<file path="src/rtl/ctrl_pkg.sv">
// Shared decode constants for control_unit_pipe.
// Holds the opcode map, the memory size codes, the halt states and the control-word layout.
package ctrl_pkg;

    localparam logic [5:0] OP_RTYPE = 6'h00;
    localparam logic [5:0] OP_J     = 6'h02;
    localparam logic [5:0] OP_JAL   = 6'h03;
    localparam logic [5:0] OP_BEQ   = 6'h04;
    localparam logic [5:0] OP_BNE   = 6'h05;
    localparam logic [5:0] OP_ADDI  = 6'h08;
    localparam logic [5:0] OP_SLTI  = 6'h0a;
    localparam logic [5:0] OP_ANDI  = 6'h0c;
    localparam logic [5:0] OP_ORI   = 6'h0d;
    localparam logic [5:0] OP_XORI  = 6'h0e;
    localparam logic [5:0] OP_LUI   = 6'h0f;
    localparam logic [5:0] OP_LB    = 6'h20;
    localparam logic [5:0] OP_LH    = 6'h21;
    localparam logic [5:0] OP_LHU   = 6'h22;
    localparam logic [5:0] OP_LW    = 6'h23;
    localparam logic [5:0] OP_LWU   = 6'h24;
    localparam logic [5:0] OP_LBU   = 6'h25;
    localparam logic [5:0] OP_SB    = 6'h28;
    localparam logic [5:0] OP_SH    = 6'h29;
    localparam logic [5:0] OP_SW    = 6'h2b;
    localparam logic [5:0] OP_HALT  = 6'h3f;

    localparam logic [5:0] FN_JR    = 6'h08;
    localparam logic [5:0] FN_JALR  = 6'h09;

    localparam logic [1:0] MS_BYTE  = 2'b00;
    localparam logic [1:0] MS_HALF  = 2'b01;
    localparam logic [1:0] MS_WORD  = 2'b11;

    typedef enum logic [1:0] {
        ST_RUN,
        ST_DRAIN,
        ST_HALTED
    } halt_state_t;

    localparam int CW_REG_DEST   = 0;
    localparam int CW_ALU_SRC    = 1;
    localparam int CW_MEM_READ   = 2;
    localparam int CW_MEM_WRITE  = 3;
    localparam int CW_REG_WRITE  = 4;
    localparam int CW_MEM_TO_REG = 5;
    localparam int CW_BRANCH     = 6;
    localparam int CW_MEM_SIZE   = 8;
    localparam int CW_MEM_UNS    = 10;
    localparam int CW_JR_JALR    = 11;
    localparam int CW_JUMP       = 12;
    localparam int CW_LINK       = 13;
    localparam int CW_ILLEGAL    = 14;
    localparam int CW_HALT       = 15;
    localparam int CW_W          = 16;

    function automatic logic [1:0] mem_size_of(input logic [5:0] op);
        case (op)
            OP_LB, OP_LBU, OP_SB: return MS_BYTE;
            OP_LH, OP_LHU, OP_SH: return MS_HALF;
            default:              return MS_WORD;
        endcase
    endfunction

endpackage

</file>
<file path="src/rtl/control_unit_pipe_if.sv">
// IF/ID-side inputs and ID/EX-side control outputs of control_unit_pipe.
// master drives the instruction side, slave is the control unit.
interface control_unit_pipe_if #(
    parameter int NB_OPCODE = 6,
    parameter int NB_FUNCT  = 6
);
    logic                 i_enable;
    logic                 i_valid;
    logic                 i_stall;
    logic                 i_flush;
    logic [NB_OPCODE-1:0] i_opcode;
    logic [NB_FUNCT-1:0]  i_funct;

    logic                 o_valid;
    logic                 o_reg_dest;
    logic                 o_alu_src;
    logic                 o_mem_read;
    logic                 o_mem_write;
    logic                 o_reg_write;
    logic                 o_mem_to_reg;
    logic [NB_OPCODE-1:0] o_alu_op;
    logic [1:0]           o_branch;
    logic [1:0]           o_mem_size;
    logic                 o_mem_unsigned;
    logic                 o_jr_jalr;
    logic                 o_jump;
    logic                 o_link;
    logic                 o_illegal;
    logic                 o_halt;
    logic                 o_halted;

    modport master (
        output i_enable, i_valid, i_stall, i_flush,
        output i_opcode, i_funct,
        input  o_valid, o_reg_dest, o_alu_src,
        input  o_mem_read, o_mem_write, o_reg_write,
        input  o_mem_to_reg, o_alu_op, o_branch,
        input  o_mem_size, o_mem_unsigned, o_jr_jalr,
        input  o_jump, o_link, o_illegal,
        input  o_halt, o_halted
    );

    modport slave (
        input  i_enable, i_valid, i_stall, i_flush,
        input  i_opcode, i_funct,
        output o_valid, o_reg_dest, o_alu_src,
        output o_mem_read, o_mem_write, o_reg_write,
        output o_mem_to_reg, o_alu_op, o_branch,
        output o_mem_size, o_mem_unsigned, o_jr_jalr,
        output o_jump, o_link, o_illegal,
        output o_halt, o_halted
    );
endinterface

</file>
<file path="src/rtl/ctrl_decode.sv">
// Combinational opcode/funct decode into the flat control word.
// J/JAL decode only when CTRL_JUMP_EN is defined; otherwise they are illegal.
module ctrl_decode
    import ctrl_pkg::*;
#(
    parameter int NB_OPCODE = 6,
    parameter int NB_FUNCT  = 6
) (
    input  logic [NB_OPCODE-1:0] opcode,
    input  logic [NB_FUNCT-1:0]  funct,
    output logic [CW_W-1:0]      cw,
    output logic [NB_OPCODE-1:0] alu_op
);

    logic is_r;
    logic is_beq;
    logic is_bne;
    logic is_imm;
    logic is_load;
    logic is_store;
    logic is_halt;
    logic is_jr;
    logic is_jalr;
`ifdef CTRL_JUMP_EN
    logic is_j;
    logic is_jal;
`endif

    function automatic logic op_is(
        input logic [NB_OPCODE-1:0] op,
        input logic [5:0]           code
    );
        return op == NB_OPCODE'(code);
    endfunction

    assign is_r    = op_is(opcode, OP_RTYPE);
    assign is_beq  = op_is(opcode, OP_BEQ);
    assign is_bne  = op_is(opcode, OP_BNE);
    assign is_halt = op_is(opcode, OP_HALT);

    assign is_imm = op_is(opcode, OP_ADDI)
                  | op_is(opcode, OP_SLTI)
                  | op_is(opcode, OP_ANDI)
                  | op_is(opcode, OP_ORI)
                  | op_is(opcode, OP_XORI)
                  | op_is(opcode, OP_LUI);

    assign is_load = op_is(opcode, OP_LB)
                   | op_is(opcode, OP_LH)
                   | op_is(opcode, OP_LHU)
                   | op_is(opcode, OP_LW)
                   | op_is(opcode, OP_LWU)
                   | op_is(opcode, OP_LBU);

    assign is_store = op_is(opcode, OP_SB)
                    | op_is(opcode, OP_SH)
                    | op_is(opcode, OP_SW);

    assign is_jr   = funct == NB_FUNCT'(FN_JR);
    assign is_jalr = funct == NB_FUNCT'(FN_JALR);

`ifdef CTRL_JUMP_EN
    assign is_j   = op_is(opcode, OP_J);
    assign is_jal = op_is(opcode, OP_JAL);
`endif

    always_comb begin
        cw     = '0;
        alu_op = opcode;
        unique case (1'b1)
            is_r: begin
                alu_op            = '0;
                cw[CW_REG_DEST]   = 1'b1;
                cw[CW_REG_WRITE]  = !is_jr;
                cw[CW_JR_JALR]    = is_jr | is_jalr;
                cw[CW_LINK]       = is_jalr;
            end
            is_beq: cw[CW_BRANCH+:2] = 2'b01;
            is_bne: cw[CW_BRANCH+:2] = 2'b10;
            is_imm: begin
                cw[CW_ALU_SRC]   = 1'b1;
                cw[CW_REG_WRITE] = 1'b1;
            end
            is_load: begin
                cw[CW_ALU_SRC]     = 1'b1;
                cw[CW_MEM_READ]    = 1'b1;
                cw[CW_MEM_TO_REG]  = 1'b1;
                cw[CW_REG_WRITE]   = 1'b1;
                cw[CW_MEM_SIZE+:2] = mem_size_of(opcode[5:0]);
                cw[CW_MEM_UNS]     = op_is(opcode, OP_LHU)
                                   | op_is(opcode, OP_LWU)
                                   | op_is(opcode, OP_LBU);
            end
            is_store: begin
                cw[CW_ALU_SRC]     = 1'b1;
                cw[CW_MEM_WRITE]   = 1'b1;
                cw[CW_MEM_SIZE+:2] = mem_size_of(opcode[5:0]);
            end
            is_halt: begin
                alu_op      = '0;
                cw[CW_HALT] = 1'b1;
            end
`ifdef CTRL_JUMP_EN
            is_j: cw[CW_JUMP] = 1'b1;
            is_jal: begin
                cw[CW_JUMP]      = 1'b1;
                cw[CW_LINK]      = 1'b1;
                cw[CW_REG_WRITE] = 1'b1;
            end
`endif
            default: cw[CW_ILLEGAL] = 1'b1;
        endcase
    end

endmodule

</file>
<file path="src/rtl/control_unit_pipe.sv">
// Registered main control unit with ID/EX valid/stall/flush and HALT drain.
// Optional J/JAL support is enabled by defining CTRL_JUMP_EN.
module control_unit_pipe
    import ctrl_pkg::*;
#(
    parameter int NB_OPCODE    = 6,
    parameter int NB_FUNCT     = 6,
    parameter int DRAIN_CYCLES = 4
) (
    input logic               i_clock,
    input logic               i_reset,
    control_unit_pipe_if.slave bus
);

    localparam logic [3:0] DRAIN_LOAD = 4'(DRAIN_CYCLES - 1);

    logic [CW_W-1:0]      cw_dec;
    logic [NB_OPCODE-1:0] alu_op_dec;
    logic [CW_W-1:0]      cw_q;
    logic [NB_OPCODE-1:0] alu_op_q;
    logic                 valid_q;
    halt_state_t          state;
    halt_state_t          state_nxt;
    logic [3:0]           cnt;
    logic [3:0]           cnt_nxt;
    logic                 load;

    ctrl_decode #(
        .NB_OPCODE (NB_OPCODE),
        .NB_FUNCT  (NB_FUNCT)
    ) u_decode (
        .opcode (bus.i_opcode),
        .funct  (bus.i_funct),
        .cw     (cw_dec),
        .alu_op (alu_op_dec)
    );

    assign load = bus.i_enable && state == ST_RUN
               && !bus.i_flush && !bus.i_stall;

    always_comb begin
        state_nxt = state;
        cnt_nxt   = cnt;
        if (bus.i_enable) begin
            unique case (state)
                ST_RUN: begin
                    if (load && bus.i_valid && cw_dec[CW_HALT]) begin
                        state_nxt = ST_DRAIN;
                        cnt_nxt   = DRAIN_LOAD;
                    end
                end
                ST_DRAIN: begin
                    if (cnt == 4'd0) state_nxt = ST_HALTED;
                    else             cnt_nxt   = cnt - 4'd1;
                end
                default: state_nxt = ST_HALTED;
            endcase
        end
    end

    always_ff @(posedge i_clock) begin
        if (i_reset) begin
            state <= ST_RUN;
            cnt   <= 4'd0;
        end else begin
            state <= state_nxt;
            cnt   <= cnt_nxt;
        end
    end

    // Once draining, nothing new enters and the HALT word self-clears.
    always_ff @(posedge i_clock) begin
        if (i_reset) begin
            valid_q  <= 1'b0;
            cw_q     <= '0;
            alu_op_q <= '0;
        end else if (bus.i_enable) begin
            if (state != ST_RUN || bus.i_flush) begin
                valid_q  <= 1'b0;
                cw_q     <= '0;
                alu_op_q <= '0;
            end else if (!bus.i_stall) begin
                valid_q  <= bus.i_valid;
                cw_q     <= bus.i_valid ? cw_dec : '0;
                alu_op_q <= bus.i_valid ? alu_op_dec : '0;
            end
        end
    end

    assign bus.o_valid        = valid_q;
    assign bus.o_reg_dest     = cw_q[CW_REG_DEST];
    assign bus.o_alu_src      = cw_q[CW_ALU_SRC];
    assign bus.o_mem_read     = cw_q[CW_MEM_READ];
    assign bus.o_mem_write    = cw_q[CW_MEM_WRITE];
    assign bus.o_reg_write    = cw_q[CW_REG_WRITE];
    assign bus.o_mem_to_reg   = cw_q[CW_MEM_TO_REG];
    assign bus.o_alu_op       = alu_op_q;
    assign bus.o_branch       = cw_q[CW_BRANCH+:2];
    assign bus.o_mem_size     = cw_q[CW_MEM_SIZE+:2];
    assign bus.o_mem_unsigned = cw_q[CW_MEM_UNS];
    assign bus.o_jr_jalr      = cw_q[CW_JR_JALR];
    assign bus.o_link         = cw_q[CW_LINK];
    assign bus.o_illegal      = cw_q[CW_ILLEGAL];
    assign bus.o_halt         = cw_q[CW_HALT];
    assign bus.o_halted       = state == ST_HALTED;

`ifdef CTRL_JUMP_EN
    assign bus.o_jump = cw_q[CW_JUMP];
`else
    logic unused_jump;
    assign unused_jump = cw_q[CW_JUMP];
    assign bus.o_jump  = 1'b0;
`endif

endmodule

</file>
<file path="src/flat_wrapper.sv">
// flat-port wrapper written by rule: the top's interface ports become plain ports
module control_unit_pipe_flat import ctrl_pkg::*;
#(
    parameter int NB_OPCODE    = 6,
    parameter int NB_FUNCT     = 6,
    parameter int DRAIN_CYCLES = 4
)
  (i_clock, i_reset, bus_i_enable, bus_i_valid, bus_i_stall, bus_i_flush, bus_i_opcode, bus_i_funct, bus_o_valid, bus_o_reg_dest, bus_o_alu_src, bus_o_mem_read, bus_o_mem_write, bus_o_reg_write, bus_o_mem_to_reg, bus_o_alu_op, bus_o_branch, bus_o_mem_size, bus_o_mem_unsigned, bus_o_jr_jalr, bus_o_jump, bus_o_link, bus_o_illegal, bus_o_halt, bus_o_halted);
  control_unit_pipe_if #(.NB_OPCODE(NB_OPCODE), .NB_FUNCT(NB_FUNCT)) bus_i ();
  input logic i_clock;
  input logic i_reset;
  input wire logic [$bits(bus_i.i_enable)-1:0] bus_i_enable;
  input wire logic [$bits(bus_i.i_valid)-1:0] bus_i_valid;
  input wire logic [$bits(bus_i.i_stall)-1:0] bus_i_stall;
  input wire logic [$bits(bus_i.i_flush)-1:0] bus_i_flush;
  input wire logic [$bits(bus_i.i_opcode)-1:0] bus_i_opcode;
  input wire logic [$bits(bus_i.i_funct)-1:0] bus_i_funct;
  output wire logic [$bits(bus_i.o_valid)-1:0] bus_o_valid;
  output wire logic [$bits(bus_i.o_reg_dest)-1:0] bus_o_reg_dest;
  output wire logic [$bits(bus_i.o_alu_src)-1:0] bus_o_alu_src;
  output wire logic [$bits(bus_i.o_mem_read)-1:0] bus_o_mem_read;
  output wire logic [$bits(bus_i.o_mem_write)-1:0] bus_o_mem_write;
  output wire logic [$bits(bus_i.o_reg_write)-1:0] bus_o_reg_write;
  output wire logic [$bits(bus_i.o_mem_to_reg)-1:0] bus_o_mem_to_reg;
  output wire logic [$bits(bus_i.o_alu_op)-1:0] bus_o_alu_op;
  output wire logic [$bits(bus_i.o_branch)-1:0] bus_o_branch;
  output wire logic [$bits(bus_i.o_mem_size)-1:0] bus_o_mem_size;
  output wire logic [$bits(bus_i.o_mem_unsigned)-1:0] bus_o_mem_unsigned;
  output wire logic [$bits(bus_i.o_jr_jalr)-1:0] bus_o_jr_jalr;
  output wire logic [$bits(bus_i.o_jump)-1:0] bus_o_jump;
  output wire logic [$bits(bus_i.o_link)-1:0] bus_o_link;
  output wire logic [$bits(bus_i.o_illegal)-1:0] bus_o_illegal;
  output wire logic [$bits(bus_i.o_halt)-1:0] bus_o_halt;
  output wire logic [$bits(bus_i.o_halted)-1:0] bus_o_halted;
  assign bus_i.i_enable = bus_i_enable;
  assign bus_i.i_valid = bus_i_valid;
  assign bus_i.i_stall = bus_i_stall;
  assign bus_i.i_flush = bus_i_flush;
  assign bus_i.i_opcode = bus_i_opcode;
  assign bus_i.i_funct = bus_i_funct;
  assign bus_o_valid = bus_i.o_valid;
  assign bus_o_reg_dest = bus_i.o_reg_dest;
  assign bus_o_alu_src = bus_i.o_alu_src;
  assign bus_o_mem_read = bus_i.o_mem_read;
  assign bus_o_mem_write = bus_i.o_mem_write;
  assign bus_o_reg_write = bus_i.o_reg_write;
  assign bus_o_mem_to_reg = bus_i.o_mem_to_reg;
  assign bus_o_alu_op = bus_i.o_alu_op;
  assign bus_o_branch = bus_i.o_branch;
  assign bus_o_mem_size = bus_i.o_mem_size;
  assign bus_o_mem_unsigned = bus_i.o_mem_unsigned;
  assign bus_o_jr_jalr = bus_i.o_jr_jalr;
  assign bus_o_jump = bus_i.o_jump;
  assign bus_o_link = bus_i.o_link;
  assign bus_o_illegal = bus_i.o_illegal;
  assign bus_o_halt = bus_i.o_halt;
  assign bus_o_halted = bus_i.o_halted;
  control_unit_pipe #(.NB_OPCODE(NB_OPCODE), .NB_FUNCT(NB_FUNCT), .DRAIN_CYCLES(DRAIN_CYCLES)) u_core (.i_clock(i_clock), .i_reset(i_reset), .bus(bus_i));
endmodule
</file>
<file path="config.mk">
export PLATFORM = sky130hd
export DESIGN_NAME = control_unit_pipe_flat
export DESIGN_NICKNAME = d
export VERILOG_FILES = /design/src/rtl/ctrl_pkg.sv /design/src/rtl/control_unit_pipe_if.sv /design/src/rtl/ctrl_decode.sv /design/src/rtl/control_unit_pipe.sv /design/src/flat_wrapper.sv
export SDC_FILE = /design/constraint.sdc
export NUM_CORES = 1
export LEC_CHECK = 0
export BUFFER_PORTS_ARGS = -buffer_cell sky130_fd_sc_hd__buf_2
export CORE_MARGIN = 5
export CORE_UTILIZATION = 48
export DETAILED_ROUTE_END_ITERATION = 10
export GPL_TIMING_DRIVEN = 0
export MAX_ROUTING_LAYER = met4
export PLACE_DENSITY = 0.82
export SLEW_MARGIN = 20
export SYNTH_ARGS = -nofsm -noshare
export SYNTH_HDL_FRONTEND = slang
export SYNTH_SLANG_ARGS = --single-unit
</file>
<file path="constraint.sdc">
create_clock -name i_clock -period 2.4 [get_ports i_clock]
set_clock_uncertainty 0.05 [all_clocks]
set_input_delay 0.36 -clock i_clock [delete_from_list [all_inputs] [get_ports i_clock]]
set_output_delay 0.36 -clock i_clock [all_outputs]
set_load 0.02 [all_outputs]
</file>
Word level (Yosys, flattened, before mapping) --
Index checks and enable logic that the tools add are counted.
Storage, ports and cells: register bits after elaboration 29, input port bits 18, output and inout bits 24, word-level logic and storage cells 99
Operators by class: add/sub/neg operators 1, equal/unequal tests 26, muxes and demuxes 28, bitwise gates (word level) 15, reduce and logical (&&, ||, !) cells 24
Operators with widths (number):
- $eq 6x6->1 const B | 10
- $eq 6x4->1 const B | 8
- $mux 16 | 3
- $mux 6 | 4
- $or 1x1->1 | 15
- $eq 6x3->1 const B | 2
- $pmux 2 s2 | 3
- $mux 1 | 11
- $reduce_or 3->1 | 3
- $mux 4 | 2
- $pmux 4 s2 | 1
- $reduce_or 7->1 | 1
- $logic_not 6->1 | 1
- $mux 2 | 3
- $reduce_or 2->1 | 3
- $logic_and 1x1->1 | 5
- $logic_not 4->1 | 1
- $ne 2x1->1 const B | 2
- $ne 2x2->1 const B | 2
- $reduce_and 4->1 | 1
- $reduce_bool 2->1 | 2
- $sub 4x1->4 const B | 1
- $logic_not 1->1 | 3
- $reduce_and 3->1 | 1
- 6 further kinds | 6

Longest topological paths before layout --
Gate-level depths: netlist of the first run.
word-level depth 11, mapped depth 6, mapped depth without buffers 6

Cells and area by module --
Synthesis of the first run repeated with hierarchy kept, for this count alone.
Second synthesis, totals: cell total of the unflattened synthesis 157, area, all modules 1472.7 um^2
By module, submodules not included:
- control_unit_pipe | times used 1, cells each 95, area each 1089.8 um^2, seq. area each 560.5 um^2
- ctrl_decode | times used 1, cells each 62, area each 382.9 um^2, seq. area each 0.0 um^2

Worst setup path after synthesis of the first run --
No wires, ideal clock.
kind flip-flop to flip-flop, start register u_core.state[0], end register u_core.cnt[1], setup time 0.086 ns, arrival 1.775 ns, data required time 2.264 ns, slack 0.489 ns, stages on the path, launching flop included 7, path buffers 2, clock period less this slack 1.911 ns, cell sequence dfxtp_1 -> buf_6 -> or4b_4 -> buf_6 -> nor4_4 -> o21ai_2 -> a221oi_2
Between the ends: cells in the longest elaborated chain, start to end 8, elaborated cells between the ends (all ways) 12, those cells by class 3 x eq/ne; 1 x mux; 8 x reduce/logical
RTL lines:
- start: declaration | RTL line control_unit_pipe.sv:22 | halt_state_t state;
- start signal: assignment | RTL line control_unit_pipe.sv:66 | state <= state_nxt;
- $logic_not 2->1 | RTL line control_unit_pipe.sv:38, control_unit_pipe.sv:45
- $logic_and 1x1->1 | RTL line control_unit_pipe.sv:38 | assign load = bus.i_enable && state == ST_RUN
- $logic_and 1x1->1 (2 in series) | RTL line control_unit_pipe.sv:39 | && !bus.i_flush && !bus.i_stall;
- $logic_and 1x1->1 (2 in series) | RTL line control_unit_pipe.sv:47 | if (load && bus.i_valid && cw_dec[CW_HALT]) begin
- $ne 2x2->1 (no line)
- $reduce_and 4->1 (no line)
- end signal: assignment | RTL line control_unit_pipe.sv:67 | cnt <= cnt_nxt;
- end: declaration | RTL line control_unit_pipe.sv:24 | logic [3:0] cnt;
Parallel ways exist; a longest one is shown, timed or not. A chain may end at the register's enable or synchronous reset.

Worst setup path after layout of the first run --
start register u_core.state[1], end register u_core.cnt[1]
The elaborated chain is that of the path after synthesis.

==> results of run 1 <==
-- sequential cells by signal (all words and copies together), names as in the netlist --
| name | count |
|---|---|
| u_core.bus.o_valid | 1 |
| u_core.bus.o_alu_op | 6 |
| u_core.cnt | 4 |
| u_core.cw_q | 14 |
| u_core.state | 2 |
-- routing by layer --
metal | track usage [%] | up-vias
met2 | 26.9 | 30
met3 | 2.70 | 2
li1 | - | 652
met4 | 4.24 | 0
met1 | 20.9 | 608
met5 | - | -
-- through the flow --
stage	utilization, %	hold WS [ps]	cell area [sq um]	setup slack, ps
final	58.4	274	1600	329
after global routing	58.4	276	1600	147
after CTS	58.4	270	1600	317
after detailed placement	57.5	394	1570	346
after global placement	57.5	390	1570	359
after floorplan	-	435	1350	489
-- cells by family after synthesis --
group,Yosys count,share of synthesized area [%]
muxes,1,0.743
adders and majority gates,2,1.86
and+or+nand+nor,65,26.8
xor gates and xnor gates,2,1.30
AOI/OAI and AO/OA,40,21.3
other,1,0.278
DFF,27,40.1
buffers and inverters,21,7.61
-- power by group through the flow --
stage	clock, mW	sequential [mW]	combinational, mW
after floorplan	0	0.467	0.0565
after global placement	0	0.463	0.0924
after detailed placement	0	0.463	0.0931
after CTS	0.195	0.453	0.0937
after global routing	0.217	0.454	0.104
final	0.190	0.453	0.0941
-- critical path: stages, from the launching register on --
cell,delay [ps]
dfxtp_1,320
buf_2,160
or4b_4,530
buf_6,150
nor4_4,410
o21ai_2,110
a221oi_2,260
-- cells in the final DEF, fill, tap and decap left out, types with 3 or more instances in the layout --
| master | synthesis | final |
|---|---|---|
| clkbuf_4 | 0 | 3 |
| nor3_1 | 4 | 4 |
| inv_1 | 6 | 6 |
| buf_2 | 1 | 38 |
| nor2b_1 | 5 | 5 |
| o21ai_0 | 3 | 3 |
| a21oi_1 | 11 | 11 |
| or3_1 | 3 | 3 |
| nand2b_1 | 4 | 4 |
| dfxtp_1 | 27 | 27 |
| a32oi_1 | 10 | 10 |
| a31oi_1 | 3 | 3 |
| nor2_1 | 19 | 19 |
| nand2_1 | 13 | 13 |
| clkbuf_1 | 10 | 11 |
-- final timing paths --
path	slack, ps	cells after the start	end	startpoint
worst max-delay path	330	6	u_core.cnt[1]	u_core.state[1]
worst min-delay path	270	3	u_core.cw_q[13]	bus_i_funct[0]
worst max register to register	330	6	u_core.cnt[1]	u_core.state[1]
worst min register to register	410	2	u_core.cw_q[15]	u_core.cw_q[15]
-- final cells by class --
cell class / count / area (sq um) / area share, %
clock buffer: 4 / 26.3 / 1.64
timing repair buffer: 37 / 185 / 11.6
buffer: 15 / 80.1 / 5.01
inverter: 6 / 22.5 / 1.41
tap: 31 / 38.8 / 2.43
sequential: 27 / 541 / 33.8
multi-input combinational: 111 / 704 / 44.1
==> qor.csv, run 1 <==
stage,metric,value,unit
global_routing,overflow,0,
detailed_routing,wl_per_cell,13.7,microns
logic_synthesis,syn-cell-area,1350,sq um
detailed_routing,drt-initial-drc-count,61,
power_and_ir_drop,p_leak,0.660,nW
power_and_ir_drop,p_comb_share,12.8,%
detailed_routing,drc,0,
floorplan,placementRows,19,
detailed_routing,wl_met3,146,microns
placement,io_buffers,37,
floorplan,fp.dieArea,3970,sq um
cts,cts_made_buffers,3,
finish,fillers,266,
power_and_ir_drop,power,0.737,mW
cts,cts.sinks,27,
floorplan,dieHeight,63.0,microns
finish,syn_to_final_growth,18.6,%
cts,cts_resized,0,
logic_synthesis,syn-instance-count,159,
power_and_ir_drop,netSwitchingPower,0.187,mW
detailed_routing,routed_wl,3.16,mm
detailed_routing,vias,1292,
finish,diodes,0,
logic_synthesis,yosysMostFrequentCell,dfxtp_1,
cts,cts_tree,done,
power_and_ir_drop,p_seq_share,61.5,%
logic_synthesis,synth-edff-count,0,
worst_setup_path,required,2590,ps
cts,cts_root_buf,clkbuf_4,
logic_synthesis,synthesis.nets,179,
detailed_routing,dr_wl_met2,1.50,mm
worst_setup_path,crit_arrival,2270,ps
floorplan,core_area,2730,sq um
detailed_routing,firstDrtPassIters,4,
global_routing,grt_pass1_wl,5.32,mm
detailed_routing,top_layer,met4,
floorplan,io_pins,42,
sta,min_period,2070,ps
outcome,outcome,finished clean,
cts,clkTransAtPathRegs,140,ps
worst_setup_path,crit_path_max_fanout,9,
placement,gp_congestion,0.858,
logic_synthesis,ys.flop_type,dfxtp_1,
power_and_ir_drop,power.share.clock,25.8,%
floorplan,start_util,49.3,%
sta,worst_pin_slew,823,ps
global_routing,grt_max_degree,15,
global_routing,grt_pass1_vias,1233,
floorplan,die_x,63.0,microns
logic_synthesis,yosysWarnings,0,
logic_synthesis,synthArstFlopShare,0,%
power_and_ir_drop,power_density,461,nW/um^2
min_path,hp-class,in2reg,
logic_synthesis,seq_area_frac_synth,40.1,%
finish,drive_gt1_share,27.0,%
sta,max_freq,0.483,GHz
global_routing,antenna_found_initial,0,
placement,place_inst,227,
placement,dpl.hpwl,2.38,mm
logic_synthesis,synthTopCellsByArea,"dfxtp_1 40%, a32oi_1 6.5%, nor2_1 5.3%, a21oi_1 4.1%, nand2_1 3.6%",
finish,layout.cells.non_filler,231,
detailed_routing,wl_met1,1.51,mm
power_and_ir_drop,ir_drop,0.403,mV
power_and_ir_drop,switching_share,25.3,%
global_routing,grt.total_usage,16.4,%
finish,nets,221,
detailed_routing,via_per_inst,5.59,
sta,rsz0062_at_grt,false,
power_and_ir_drop,p_int,0.551,mW
sta,hold_viol_final,0,
sta,finalSetupTns,0,ps
detailed_routing,ant_nets,0,
cts,clock_path_buffers,2,
sta,fin_crit_sh,86.3,%
cts,htreeDepth,1,
run,max-cap-violations,0,
logic_synthesis,yosysTopAreaCellShare,40.1,%
cts,cts_setup_buffers,0,
logic_synthesis,syn_area_per_cell,8.48,sq um
cts,hold_buffers,0,
worst_setup_path,worst-setup-path-type,reg2reg,
worst_setup_path,crit_path_start_kind,register,
logic_synthesis,synth_cell_type_count,43,
worst_setup_path,crit_path_end_kind,register,
cts,clock_latency,310,ps
sta,drv_slew,0,
logic_synthesis,ys_seq_elements,27,
logic_synthesis,yosys-top-cells-count,"27 x dfxtp_1, 19 x nor2_1, 13 x nand2_1",
sta,slew-limit-headroom,45.0,%
logic_synthesis,yosysTopAreaCell,dfxtp_1,
sta,setup_viol,0,
Note: power is estimated with default switching activity, not from simulation.
==> run 2: changes to the inputs <==
Settings changed: CORE_ASPECT_RATIO set to 0.5.
==> run 2 against run 1 <==
Net effect:
- clock-buffer cell count fell by 1
- hold slack improved by 32 ps
- global-route usage rose by 0.84 points
- final area rose by 1.9%
- maximum frequency rose by 1.7%
- worst setup slack improved by 34 ps
- critical endpoint is now u_core.cw_q[4]
- combinational power fell by 0.4%
- largest cell class unchanged
- register-to-register slack improved by 30 ps
- critical path depth did not move
==> qor.csv, run 2 (synthesized netlist as in run 1, its figures left out) <==
stage,metric,value,unit
worst_setup_path,crit_path_start_kind,register,
worst_setup_path,cp_num_cells,6,
sta,fin_crit_sh,84.9,%
floorplan,core_area,2640,sq um
worst_setup_path,crit_path_max_fanout,9,
placement,dpl.hpwl,2.46,mm
cts,cts_resized,0,
sta,fin_worst_hold_slack,306,ps
cts,hold_buffers,0,
worst_setup_path,required,2560,ps
floorplan,dieHeight,47.5,microns
worst_setup_path,crit_family,simple AND/OR/NAND/NOR gates,
finish,final_cell_mix,"38 x buf_2, 27 x dfxtp_1, 19 x nor2_1",
power_and_ir_drop,p_leak,0.667,nW
sta,worst_pin_slew,821,ps
placement,place_inst,233,
power_and_ir_drop,ir_drop,0.369,mV
min_path,hp-class,in2reg,
sta,rsz0062_at_grt,false,
outcome,outcome,finished clean,
detailed_routing,drt-initial-drc-count,94,
worst_setup_path,rr_endpoint,u_core.cw_q[4],
floorplan,io_pins,42,
cts,cts_root_buf,clkbuf_8,
cts,clock_latency,280,ps
detailed_routing,drc,0,
global_routing,grt_pass1_vias,1187,
worst_setup_path,path_buf_inv,2,
finish,drive_gt1_share,27.5,%
detailed_routing,routed_wl,3.24,mm
sta,drv_slew,0,
detailed_routing,vias,1330,
global_routing,grt.total_usage,17.3,%
finish,diodes,0,
placement,gp_congestion,0.854,
detailed_routing,firstDrtPassIters,4,
detailed_routing,ant_nets,0,
worst_setup_path,crit_chain,buf_2 > or4b_4 > buf_6 > nor4_2 > o21ai_0 > a31oi_1,
placement,dp_slack,378,ps
cts,cts_made_buffers,3,
global_routing,overflow,0,
cts,htreeDepth,1,
cts,clock_path_buffers,2,
finish,syn_to_final_growth,20.8,%
sta,hold_viol_final,0,
floorplan,fp.dieArea,4030,sq um
detailed_routing,via_per_inst,5.61,
cts,cts.sinks,27,
sta,finalSetupTns,0,ps
finish,largest_register,u_core.cw_q,
placement,io_buffers,37,
worst_setup_path,r2r_slack,360,ps
floorplan,start_util,51.1,%
finish,final_common_cell,buf_2,
finish,largest_reg_flops,14,
sta,max_freq,0.491,GHz
floorplan,die_x,84.9,microns
global_routing,grt_max_degree,17,
sta,slew-limit-headroom,45.2,%
detailed_routing,wl_per_cell,13.7,microns
min_path,min_path_cells,3,
finish,layout.cells.non_filler,237,
worst_setup_path,crit_slowest_cell,or4b_4,
global_routing,grt_pass1_wl,5.29,mm
sta,min_period,2040,ps
worst_setup_path,critPathLaunch,u_core.state[1],
worst_setup_path,max_stage_delay,520,ps
worst_setup_path,crit_arrival,2200,ps
cts,cts_tree,done,
worst_setup_path,worst-setup-path-type,reg2reg,
sta,setup_viol,0,
finish,nets,221,
worst_setup_path,rr_worst_depth,6,
worst_setup_path,crit_path_end,u_core.cw_q[4],
global_routing,antenna_found_initial,0,
sta,layout_setup_ws,362,ps
cts,cts_setup_buffers,0,
power_and_ir_drop,power_density,501,nW/um^2
run,max-cap-violations,0,
floorplan,placementRows,13,
worst_setup_path,r2r_start,u_core.state[1],
cts,clkTransAtPathRegs,100,ps
worst_setup_path,crit_path_end_kind,register,
## run 2: changes by cell type in the layout (fill, tap and decap cells not counted)
| cell | before | now |
|---|---|---|
| clkbuf_4 | 3 | 0 |
| clkbuf_8 | 0 | 3 |
| clkbuf_1 | 11 | 10 |
| clkinvlp_4 | 0 | 1 |
## run 2: how the worst min path moves through the flow
| stage | startpoint | endpoint |
|---|---|---|
| after floorplan | u_core.cnt[1] | u_core.cnt[1] |
| after CTS | bus_i_funct[0] | u_core.cw_q[13] |
| after global routing | bus_i_funct[0] | u_core.cw_q[13] |
| after detailed placement | u_core.cw_q[8] | u_core.cw_q[8] |
| after global placement | u_core.cw_q[10] | u_core.cw_q[10] |
| final | bus_i_funct[0] | u_core.cw_q[13] |
## run 2: power by group
group          switching [mW]  internal [mW]  leakage (nW)
logic                  0.0596         0.0341         0.428
clock network           0.152          0.118        0.0217
registers             0.00142          0.451         0.218
## run 2: layout make-up
type                            instances  area [sq um]
Fill cell                             240          1010
Multi-Input combinational cell        111           704
Sequential cell                        27           541
Timing Repair Buffer                   37           185
Buffer                                 15          80.1
Tap cell                               37          46.3
Clock buffer                            3          41.3
Inverter                                6          22.5
Clock inverter                          1          7.51
## run 2: tightest hold or removal path, stage by stage
cell     delay [ps]
buf_2            90
a32oi_1          80
nor2_1           80
## run 2: metal layers
layer  global-route usage [%]  up-vias  part of all wire [%]
li1                         -      656                     -
met1                     19.1      639                    43
met2                     33.3       31                    51
met3                     3.26        4                   5.2
met4                     4.73        0                   1.0
met5                        -        -                     0
## run 2: metrics by stage
step,cell area (sq um),util [%],total power [mW]
after detailed placement,1580,59.9,0.555
final,1630,61.8,0.816
after global routing,1630,61.8,0.849
after CTS,1630,61.8,0.825
after global placement,1580,59.9,0.554
after floorplan,1350,-,0.523
==> run 3: changes to the inputs <==
Settings changed: ABC_AREA set to 1, PLACE_DENSITY 0.82 to 0.81.
Clock period 2.4 ns to 2.1 ns, I/O delays scaled along.
==> run 3 against run 2 <==
Net effect:
- sequential power up 15%
- non-clock buffer count down 6
- global-route usage up 0.36 points
- sequential share of layout area down 1.2 points
- via count up 6.2%
- synthesized cell count up 29%
- routed wire length up 1.4%
- worst setup slack better by 320 ps
- final area up 3.8%
- combinational power up 25%
- hold slack worse by 73 ps
==> qor.csv, run 3 <==
stage,metric,value,unit
power_and_ir_drop,p_comb_share,12.5,%
cts,cts_root_buf,clkbuf_8,
cts,cts_setup_buffers,0,
logic_synthesis,syn-cell-area,1400,sq um
logic_synthesis,seq_area_frac_synth,38.7,%
logic_synthesis,synthTopCellsByArea,"dfxtp_1 39%, nand2_1 18%, a21oi_1 8.6%, inv_1 6.2%, nand3_1 5.4%",
power_and_ir_drop,power_density,552,nW/um^2
detailed_routing,drc,0,
logic_synthesis,yosysMostFrequentCell,nand2_1,
worst_setup_path,crit_slowest_cell,dfxtp_1,
global_routing,antenna_found_initial,0,
placement,dpl.hpwl,2.57,mm
finish,drive_gt1_share,24.1,%
cts,cts.sinks,27,
logic_synthesis,yosys-top-cells-count,"66 x nand2_1, 27 x dfxtp_1, 24 x a21oi_1",
finish,final_common_cell,nand2_1,
logic_synthesis,synthArstFlopShare,0,%
finish,final_cell_mix,"66 x nand2_1, 40 x buf_2, 27 x dfxtp_1",
detailed_routing,vias,1413,
floorplan,start_util,52.1,%
floorplan,placementRows,13,
power_and_ir_drop,netSwitchingPower,0.245,mW
detailed_routing,routed_wl,3.29,mm
detailed_routing,firstDrtPassIters,4,
detailed_routing,via_per_inst,4.94,
worst_setup_path,crit_path_start_kind,register,
power_and_ir_drop,p_int,0.689,mW
sta,hold_viol_final,0,
cts,clock_path_buffers,2,
floorplan,fp.dieArea,4160,sq um
floorplan,die_x,86.3,microns
sta,max_freq,0.704,GHz
logic_synthesis,ys.flop_type,dfxtp_1,
finish,syn_to_final_growth,20.9,%
cts,cts_tree,done,
logic_synthesis,synth-edff-count,0,
logic_synthesis,ys_seq_elements,27,
worst_setup_path,crit_path_end_kind,register,
global_routing,grt_use_met2,31.7,%
worst_setup_path,required,2250,ps
sta,fin_crit_sh,67.7,%
global_routing,grt.total_usage,17.6,%
power_and_ir_drop,p_seq_share,55.6,%
sta,finalSetupTns,0,ps
floorplan,core_area,2680,sq um
floorplan,dieHeight,48.2,microns
logic_synthesis,syn-instance-count,205,
logic_synthesis,synth_cell_type_count,23,
global_routing,grt-busiest-layer,met2,
run,max-cap-violations,0,
sta,rsz0062_at_grt,false,
worst_setup_path,worst-setup-path-type,reg2reg,
detailed_routing,ant_nets,0,
logic_synthesis,yosysWarnings,0,
worst_setup_path,crit_arrival,1580,ps
global_routing,grt_use_met1,20.6,%
min_path,hp-class,in2reg,
worst_setup_path,crit_path_max_fanout,8,
sta,setup_viol,0,
finish,fillers,251,
sta,min_period,1420,ps
power_and_ir_drop,p_leak,0.827,nW
logic_synthesis,yosysTopAreaCell,dfxtp_1,
worst_setup_path,crit_chain,nor2_4 > nand3_4 > nor2_8 > inv_4 > nor2_4 > nand2_1 > a21oi_1,
finish,post-route-util,63.0,%
cts,hold_buffers,0,
detailed_routing,drt-initial-drc-count,91,
power_and_ir_drop,switching_share,26.2,%
finish,diodes,0,
finish,largest_reg_flops,14,
floorplan,io_pins,42,
placement,gp_congestion,0.904,
global_routing,grt_pass1_wl,5.49,mm
global_routing,grt_max_degree,16,
cts,clkTransAtPathRegs,90,ps
worst_setup_path,crit_top_cell,nor2_4,
logic_synthesis,synthesis.nets,225,
cts,cts_made_buffers,3,
cts,cts_resized,0,
global_routing,overflow,0,
outcome,outcome,finished clean,
global_routing,grt_pass1_vias,1255,
detailed_routing,wl_per_cell,11.5,microns
sta,fin_worst_hold_slack,233,ps
finish,largest_register,u_core.cw_q,
logic_synthesis,syn_area_per_cell,6.82,sq um
global_routing,use_met3,4.22,%
finish,nets,270,
worst_setup_path,max_stage_delay,380,ps
power_and_ir_drop,ir_drop,0.324,mV
power_and_ir_drop,power.share.clock,31.9,%
placement,place_inst,282,
sta,drv_slew,0,
placement,io_buffers,40,
finish,layout.cells.non_filler,286,
cts,htreeDepth,1,
cts,clock_latency,280,ps
logic_synthesis,yosysTopAreaCellShare,38.7,%
[run 3: cell types whose count changed after synthesis, sizes merged, moves of 4 or more]
cell / before / now
nor2b: 5 / 0
a32oi: 10 / 0
nor4: 4 / 0
a21oi: 11 / 24
inv: 6 / 24
nand2: 13 / 69
nand2b: 4 / 0
nand3: 1 / 16
clkbuf: 10 / 2
[run 3: through the flow]
stage               power [mW]  cell area [sq um]  setup slack, ps
global placement         0.644               1640              604
finish                   0.934               1690              679
global route             0.976               1690              529
detailed placement       0.646               1640              592
CTS                      0.945               1690              678
floorplan                0.602               1400              834
[run 3: path summary, 6_finish.rpt]
kind              slack, ps       startpoint  cells past startpoint         endpoint
setup / recovery        680  u_core.state[0]                      7  u_core.cw_q[14]
setup reg to reg        680  u_core.state[0]                      7  u_core.cw_q[14]
hold reg to reg         410  u_core.cw_q[10]                      2  u_core.cw_q[10]
hold / removal          230          i_reset                      2  u_core.cw_q[11]
[run 3: metal layers]
metal  vias up  routed length [microns]
li1        742                        -
met1       623                     1490
met2        44                     1610
met3         4                      165
met4         0                       23
met5         -                        0
[run 3: final cells by class]
cell class / count / area [sq um] / area share, %
Clock inverter: 1 / 5.00 / 0.296
Inverter: 24 / 92.6 / 5.48
Sequential cell: 27 / 541 / 32.0
Timing Repair Buffer: 40 / 200 / 11.8
Multi-Input combinational cell: 148 / 727 / 43.0
Clock buffer: 3 / 41.3 / 2.44
Buffer: 6 / 37.5 / 2.22
Tap cell: 37 / 46.3 / 2.74
[run 3: power by group through the flow]
stage	combinational [mW]	sequential [mW]	clock, mW
floorplan	0.0654	0.537	0
global placement	0.114	0.531	0
detailed placement	0.116	0.531	0
CTS	0.117	0.519	0.310
global route	0.131	0.519	0.325
finish	0.117	0.519	0.298
[run 3: cells by family (layout without fill, tap and decap cells)]
group / after synthesis / count (layout) / synth area share [%]
fa+ha+maj: 2 / 2 / 1.79
xor+xnor: 1 / 1 / 0.627
compound gates: 31 / 31 / 11.4
buf+inv: 30 / 74 / 9.31
flops: 27 / 27 / 38.7
other cells: 1 / 1 / 0.268
simple gates: 113 / 113 / 38.0
[run 3: worst max-delay path: cells and delay by family (launching register included)]
kind	cells	cell delay, ps
AND/OR/NAND/NOR	5	720
flip-flops	1	380
buffers and inverters	1	70
AO/OA/AOI/OAI	1	120
